$ cat config.mk
export PLATFORM = sky130hd
export DESIGN_NAME = seg_capture
export DESIGN_NICKNAME = d
export VERILOG_FILES = /design/src/rtl/seg_capture.sv
export SDC_FILE = /design/constraint.sdc
export NUM_CORES = 1
export LEC_CHECK = 0
export ABC_AREA = 1
export CAP_MARGIN = 10
export CORE_UTILIZATION = 50
export DETAILED_ROUTE_END_ITERATION = 12
export HOLD_SLACK_MARGIN = 0.1
export MAX_ROUTING_LAYER = met4
export PLACE_DENSITY_LB_ADDON = 0.3
export SLEW_MARGIN = 20
export SYNTH_ARGS = -nofsm -noshare
export SYNTH_HDL_FRONTEND = slang
export SYNTH_SLANG_ARGS = --single-unit
$ cat constraint.sdc
create_clock -name clk -period 2.47 [get_ports clk]
set_input_delay 0.247 -clock clk [delete_from_list [all_inputs] [get_ports clk]]
set_output_delay 0.247 -clock clk [all_outputs]
set_load 0.02 [all_outputs]
$ cat src/rtl/seg_capture.sv
// Capture side of the multiplexed 7-segment bus: samples the active-low digit
// enables and segments and decodes each stable digit back to its 5-bit symbol code.
module seg_capture #(
  parameter int STABLE  = 4,
  parameter int TIMEOUT = 1_000_000
) (
  input  logic        clk,
  input  logic        rst,
  input  logic [7:0]  an_n,
  input  logic [7:0]  seg_n,
  output logic [39:0] codes,
  output logic [7:0]  valid,
  output logic        upd,
  output logic [2:0]  upd_digit,
  output logic        err,
  output logic        frame,
  output logic        stale
);

  localparam int CW = $clog2(STABLE + 1);
  localparam int TW = $clog2(TIMEOUT);
  localparam logic [CW-1:0] CNT_MAX  = CW'(STABLE);
  localparam logic [CW-1:0] CNT_ACC  = CW'(STABLE - 1);
  localparam logic [TW-1:0] TMO_LAST = TW'(TIMEOUT - 1);

  logic [7:0]    r_s_an;
  logic [7:0]    r_s_seg;
  logic [CW-1:0] r_cnt;
  logic [TW-1:0] r_tmo;
  logic [4:0]    r_codes [8];
  logic [7:0]    r_valid;
  logic          r_upd;
  logic [2:0]    r_upd_digit;
  logic          r_err;
  logic          r_frame;
  logic          r_stale;

  logic          w_same;
  logic [CW-1:0] w_cnt_next;
  logic [7:0]    w_en;
  logic          w_one_hot;
  logic          w_accept;
  logic [2:0]    w_idx;
  logic [7:0]    w_bit;
  logic [7:0]    w_valid_acc;
  logic          w_bad;
  logic [4:0]    w_code;
  logic          w_timeout;

  // Returns {unknown, code}; 92 and 90 deliberately resolve to 5 and 9.
  function automatic logic [5:0] decode(input logic [7:0] seg);
    case (seg)
      8'hC0: decode = {1'b0, 5'd0};
      8'hF9: decode = {1'b0, 5'd1};
      8'hA4: decode = {1'b0, 5'd2};
      8'hB0: decode = {1'b0, 5'd3};
      8'h99: decode = {1'b0, 5'd4};
      8'h92: decode = {1'b0, 5'd5};
      8'h82: decode = {1'b0, 5'd6};
      8'hF8: decode = {1'b0, 5'd7};
      8'h80: decode = {1'b0, 5'd8};
      8'h90: decode = {1'b0, 5'd9};
      8'h88: decode = {1'b0, 5'd10};
      8'h83: decode = {1'b0, 5'd11};
      8'hC6: decode = {1'b0, 5'd12};
      8'hA1: decode = {1'b0, 5'd13};
      8'h86: decode = {1'b0, 5'd14};
      8'h8E: decode = {1'b0, 5'd15};
      8'hC7: decode = {1'b0, 5'd16};
      8'h87: decode = {1'b0, 5'd17};
      8'hAF: decode = {1'b0, 5'd19};
      8'h8B: decode = {1'b0, 5'd20};
      8'hAB: decode = {1'b0, 5'd21};
      8'h91: decode = {1'b0, 5'd23};
      8'h8C: decode = {1'b0, 5'd24};
      8'hE3: decode = {1'b0, 5'd25};
      8'hDC: decode = {1'b0, 5'd26};
      8'hA3: decode = {1'b0, 5'd27};
      8'h9D: decode = {1'b0, 5'd28};
      8'hFF: decode = {1'b0, 5'd31};
      default: decode = {1'b1, 5'd30};
    endcase
  endfunction

  // The run counter looks one sample ahead so the accept lands STABLE edges after the pins change.
  always_comb begin
    w_same = ({an_n, seg_n} == {r_s_an, r_s_seg});
    if (!w_same) begin
      w_cnt_next = '0;
    end else if (r_cnt == CNT_MAX) begin
      w_cnt_next = r_cnt;
    end else begin
      w_cnt_next = r_cnt + 1'b1;
    end
    w_en      = ~r_s_an;
    w_one_hot = (w_en != 8'd0) && ((w_en & (w_en - 8'd1)) == 8'd0);
    w_accept  = w_one_hot && (w_cnt_next == CNT_ACC);
    w_idx     = 3'd0;
    for (int i = 0; i < 8; i++) begin
      if (w_en[i]) begin
        w_idx = 3'(i);
      end
    end
    {w_bad, w_code} = decode(r_s_seg);
    w_bit       = 8'd1 << w_idx;
    w_valid_acc = r_valid | w_bit;
    w_timeout   = (r_tmo == TMO_LAST);
  end

  always_ff @(posedge clk) begin
    if (rst) begin
      r_s_an      <= 8'hFF;
      r_s_seg     <= 8'hFF;
      r_cnt       <= '0;
      r_tmo       <= '0;
      r_valid     <= 8'd0;
      r_upd       <= 1'b0;
      r_upd_digit <= 3'd0;
      r_err       <= 1'b0;
      r_frame     <= 1'b0;
      r_stale     <= 1'b0;
      for (int i = 0; i < 8; i++) begin
        r_codes[i] <= 5'd31;
      end
    end else begin
      r_s_an  <= an_n;
      r_s_seg <= seg_n;
      r_cnt   <= w_cnt_next;
      r_upd   <= w_accept;
      r_err   <= w_accept && w_bad;
      r_frame <= 1'b0;
      r_stale <= 1'b0;
      // An accept takes priority over a simultaneous timeout.
      if (w_accept) begin
        r_codes[w_idx] <= w_code;
        r_valid        <= w_valid_acc;
        r_upd_digit    <= w_idx;
        r_frame        <= (r_valid != 8'hFF) && (w_valid_acc == 8'hFF);
        r_tmo          <= '0;
      end else if (w_timeout) begin
        r_valid <= 8'd0;
        r_stale <= 1'b1;
        r_tmo   <= '0;
      end else begin
        r_tmo <= r_tmo + 1'b1;
      end
    end
  end

  generate
    for (genvar gi = 0; gi < 8; gi++) begin : g_codes
      assign codes[5*gi +: 5] = r_codes[gi];
    end
  endgenerate

  assign valid     = r_valid;
  assign upd       = r_upd;
  assign upd_digit = r_upd_digit;
  assign err       = r_err;
  assign frame     = r_frame;
  assign stale     = r_stale;

endmodule
==> results of run 1 <==
flip-flops by register name, summed over array words and instances (netlist names):
signal / flops
upd_digit: 3
valid: 8
upd: 1
r_cnt: 3
r_tmo: 20
r_s_an: 8
r_codes: 40
stale: 1
err: 1
frame: 1
r_s_seg: 8
Yosys cell counts (all sizes together):
cell and n:
dfxtp 54, and3 1, o21ai 11, or2 6, nand3 62, nand4 27, nor3 9, nor4 2
ha 3, nand3b 3, edfxtp 40, a31oi 1, inv 76, xnor2 9, a21oi 12, nor2 102
nand2 198, buf 9, xor2 15, clkbuf 5, o211ai 1, and2 2
stage by stage:
step | total power (uW) | hold slack (ns) | worst slack, ns | utilization, %
4_1_cts | 3175 | 0.4485 | 0.2031 | 64.41
3_3_place_gp | 2072 | 0.4306 | 0.02526 | 62.09
2_1_floorplan | 1943 | 0.3434 | 0.3480 | -
6_report | 3170 | 0.4451 | 0.1973 | 64.41
5_1_grt | 3281 | 0.4603 | 0.02308 | 64.41
3_5_place_dp | 2082 | 0.4459 | -0.03390 | 62.09
area by class of cell:
| class | instances | share of cell area (%) |
|---|---|---|
| sequential | 94 | 37.98 |
| inverter | 76 | 4.748 |
| clock buffer | 10 | 2.291 |
| multi-input combinational | 464 | 36.73 |
| timing repair buffer | 90 | 14.24 |
| tap | 129 | 2.686 |
| clock inverter | 6 | 1.312 |
worst max path at each step:
stage                          start            end  slack, ns  depth (start not counted)
final                       r_cnt[0]  r_codes[7][1]       0.20                         10
after global routing      r_s_seg[6]  r_codes[5][1]       0.02                         10
after CTS                   r_cnt[0]  r_codes[7][2]       0.20                         10
after detailed placement    seg_n[2]  r_codes[7][1]      -0.03                         13
after global placement       an_n[3]  r_codes[7][0]       0.03                         10
after floorplan             r_cnt[0]  r_codes[3][0]       0.35                          9
cell families (layout without fill, tap and decap cells):
family	after synthesis	in the layout	share of synthesized area, %
adder cells (fa/ha/maj)	3	3	0.7715
AND/OR/NAND/NOR	412	412	37.39
buffers and inverters	90	182	7.740
XOR/XNOR	24	24	4.320
flip-flops	94	94	46.90
AO/OA/AOI/OAI	25	25	2.880
critical path, stage by stage (launching register included):
cell and delay [ns]:
sky130_fd_sc_hd__dfxtp_1 0.35, sky130_fd_sc_hd__inv_1 0.07, sky130_fd_sc_hd__ha_1 0.34, sky130_fd_sc_hd__nand2_1 0.07, sky130_fd_sc_hd__nor2_1 0.10, sky130_fd_sc_hd__nand3_1 0.11
sky130_fd_sc_hd__nor2_2 0.16, sky130_fd_sc_hd__nand4_4 0.13, sky130_fd_sc_hd__buf_4 0.21, sky130_fd_sc_hd__o21ai_0 0.26, sky130_fd_sc_hd__buf_4 0.20
power groups by stage:
stage	logic, uW	registers [uW]	clock network (uW)
floorplan	213	1730	0
global placement	359	1710	0
detailed placement	367	1710	0
CTS	369	1680	1130
global route	410	1680	1190
finish	370	1680	1120
layer usage:
metal / routed length [um] / global-route usage [%] / up-vias / part of all wire [%]
met2: 5277 / 38.04 / 168 / 47
met3: 688 / 4.022 / 20 / 6.1
met5: 0 / - / - / 0
met1: 5206 / 31.85 / 1996 / 46
li1: - / - / 2250 / -
met4: 161 / 7.358 / 0 / 1.4
layout by cell type (no fill, tap or decap), types with 2 or more instances in the layout:
cell                              count
sky130_fd_sc_hd__a21oi_1              9
sky130_fd_sc_hd__and2_1               2
sky130_fd_sc_hd__inv_6                2
sky130_fd_sc_hd__dfxtp_1             54
sky130_fd_sc_hd__nor4_1               2
sky130_fd_sc_hd__nor2_1              91
sky130_fd_sc_hd__nand3b_1             3
sky130_fd_sc_hd__nor3_1               8
sky130_fd_sc_hd__nand3_1             61
sky130_fd_sc_hd__nand2_2              2
sky130_fd_sc_hd__nor2_4               4
sky130_fd_sc_hd__inv_2                7
sky130_fd_sc_hd__nor2_2               7
sky130_fd_sc_hd__clkdlybuf4s50_1     72
sky130_fd_sc_hd__inv_1               69
sky130_fd_sc_hd__a21oi_2              3
sky130_fd_sc_hd__nand4_1             26
sky130_fd_sc_hd__o21ai_0             10
sky130_fd_sc_hd__ha_1                 3
sky130_fd_sc_hd__or2_2                6
sky130_fd_sc_hd__xnor2_1              9
sky130_fd_sc_hd__xor2_1              15
sky130_fd_sc_hd__edfxtp_1            40
sky130_fd_sc_hd__clkbuf_8            10
sky130_fd_sc_hd__buf_4               18
sky130_fd_sc_hd__nand2_1            196
==> results.md, run 1 <==
* Run status: finished, final reports clean
* CTS Buf Count at 9
* Final design instance area without fill at around 6000 um^2
* Share of the clock period used by the worst path after layout at between 90% and 100%
* Ranking of synthesized cells by area: sky130_fd_sc_hd__edfxtp_1 25%, sky130_fd_sc_hd__dfxtp_1 22%, sky130_fd_sc_hd__nand2_1 15%
* Synth Net Count at 669
* Number of global-route vias before repair at 4,019
* Sum of negative setup slack at 0 ns
* R2R Path Start: r_cnt[0]
* Gate power share at a little under an eighth
* Final critical path time including I/O delays and setup at around 2.3 ns
* Io pins at between 70 and 80
* Warning count from the yosys run at 0
* Full die area at a little over 10,000 um^2
* Proportion of layout cells with a drive suffix above 1 at slightly below 9%
* Number of antenna violations at the first check in global routing at 0
* Clock Tree Buf Depth at 2
* Largest driver fanout on the critical path at 10
* Initial Utilization at 52.17%
* Data arrival time of the critical path at ~2.4 ns
* Root buffer selected by CTS: sky130_fd_sc_hd__clkbuf_8
* Unrepaired setup endpoints after global routing: false
* Required @ worst endpoint at between 2 and 3 ns
* Achievable clock frequency at 0.4400 GHz
* FF-to-FF End: r_codes[7][1]
* Detail Placement HPWL at between 8 and 9 mm
* Placement row count at 35
* Clk Latency, worst-skew pair at ~0.37 ns
* Non-Filler Instances at 869
* Proportion of power drawn by the clock network at 35.4%
* Power per cell area at 527.6 nW/um^2
* CTS H-tree lvls at 3
* Class of the tightest hold or removal check: input port to register
* Hold path startpoint: an_n[5]
* Cell internal power dissipation at roughly 2300 uW
* Die extent in y at approximately 100 um
* Critical path endpoint category: register
* Final Max Slew Viols at 0
* CTS hold repair buffers at 0
* Share of total power in sequential cells at 53.0%
* Worst reg-to-reg setup slack at 0.20 ns
* Inst Count DP at 853
* Total of fill cells in the finished design at approximately 820
* Layout Skew at 0.01231 ns
* Number of instances in the synthesized netlist at between 600 and 700
* Power spent charging and discharging nets at 872.4 uW
* Weighted congestion at the end of routability-driven global placement at 0.9382
* Vias at between 4k and 5k
* DRT antenna net count at 0
* Footprint of the multi-input gates at approximately 2200 um^2
* Number of failing setup endpoints in the final timing report at 0
* Switching part of the total at ~28%
* Reg2Reg Depth at 10
* Area of the core at slightly above 9000 um^2
* Pin count of the biggest net entering global routing at 21
* Portion of synthesized cell area occupied by the leading cell type at around a quarter
* Quantity of gates resized following cts at 0
* Clk slew on worst S/H paths at roughly 0.10 ns
* Final wirelength at about 11 mm
* Global-route wire length before repair at 18.62 mm
* Final Net Count at roughly 760
* Area post-placement at 5792 um^2
* Sequential element share of the synthesized area at a little under half
* Port-buffer cells at 72
* Tightest Pin Transition at 0.6279 ns
* Area growth from synthesis to final layout at 23.48%
* Depth of the worst hold-timing path at 3
* Total of max-cap violations at 0
* Startpoint class of the critical path: register
* VDD IR-drop max at between 0.3 and 0.4 mV
* # diodes at 0
* Routed length per placed instance at 13.04 um
* Final hold viol count at 0
* Leakage dissipation at approximately 0.0026 uW
* GRT Residual Overflow at 0
* Cell type with the highest aggregate area in the netlist: sky130_fd_sc_hd__edfxtp_1
* Classification of the worst setup path: register to register
* Post-CTS setup-driven buffer insertion count at 0
* Count of state elements after synthesis at 94
* Detailed-route vias per instance at 5.102
* Endpoint of the worst hold-timing path: r_s_an[5]
* TritonCTS clock tree: built
* Normalized max-slew margin at around three fifths
* Number of iterations in the first detailed-routing pass at 5
* Number of library cell types mapped by synthesis at 33
* Initial detailed-routing violation count at 225
* Sink Count at 94
* All-Layer GR Usage at 24.09%
* Post-Syn Area per Cell at roughly 7.5 um^2
* Cell Area, Synth at 4866 um^2
* Final routed DRC violation total at 0
* Area taken by flip-flops and latches at 2282 um^2
* Die Width at 100.7 um
No activity file was read; power rests on OpenSTA's default activity.
==> inputs of run 2 (changes only) <==
- ABC_CLOCK_PERIOD_IN_PS: not set -> 2470
==> results of run 2 <==
The final DEF is identical to that of run 1; final timing and power are the same.
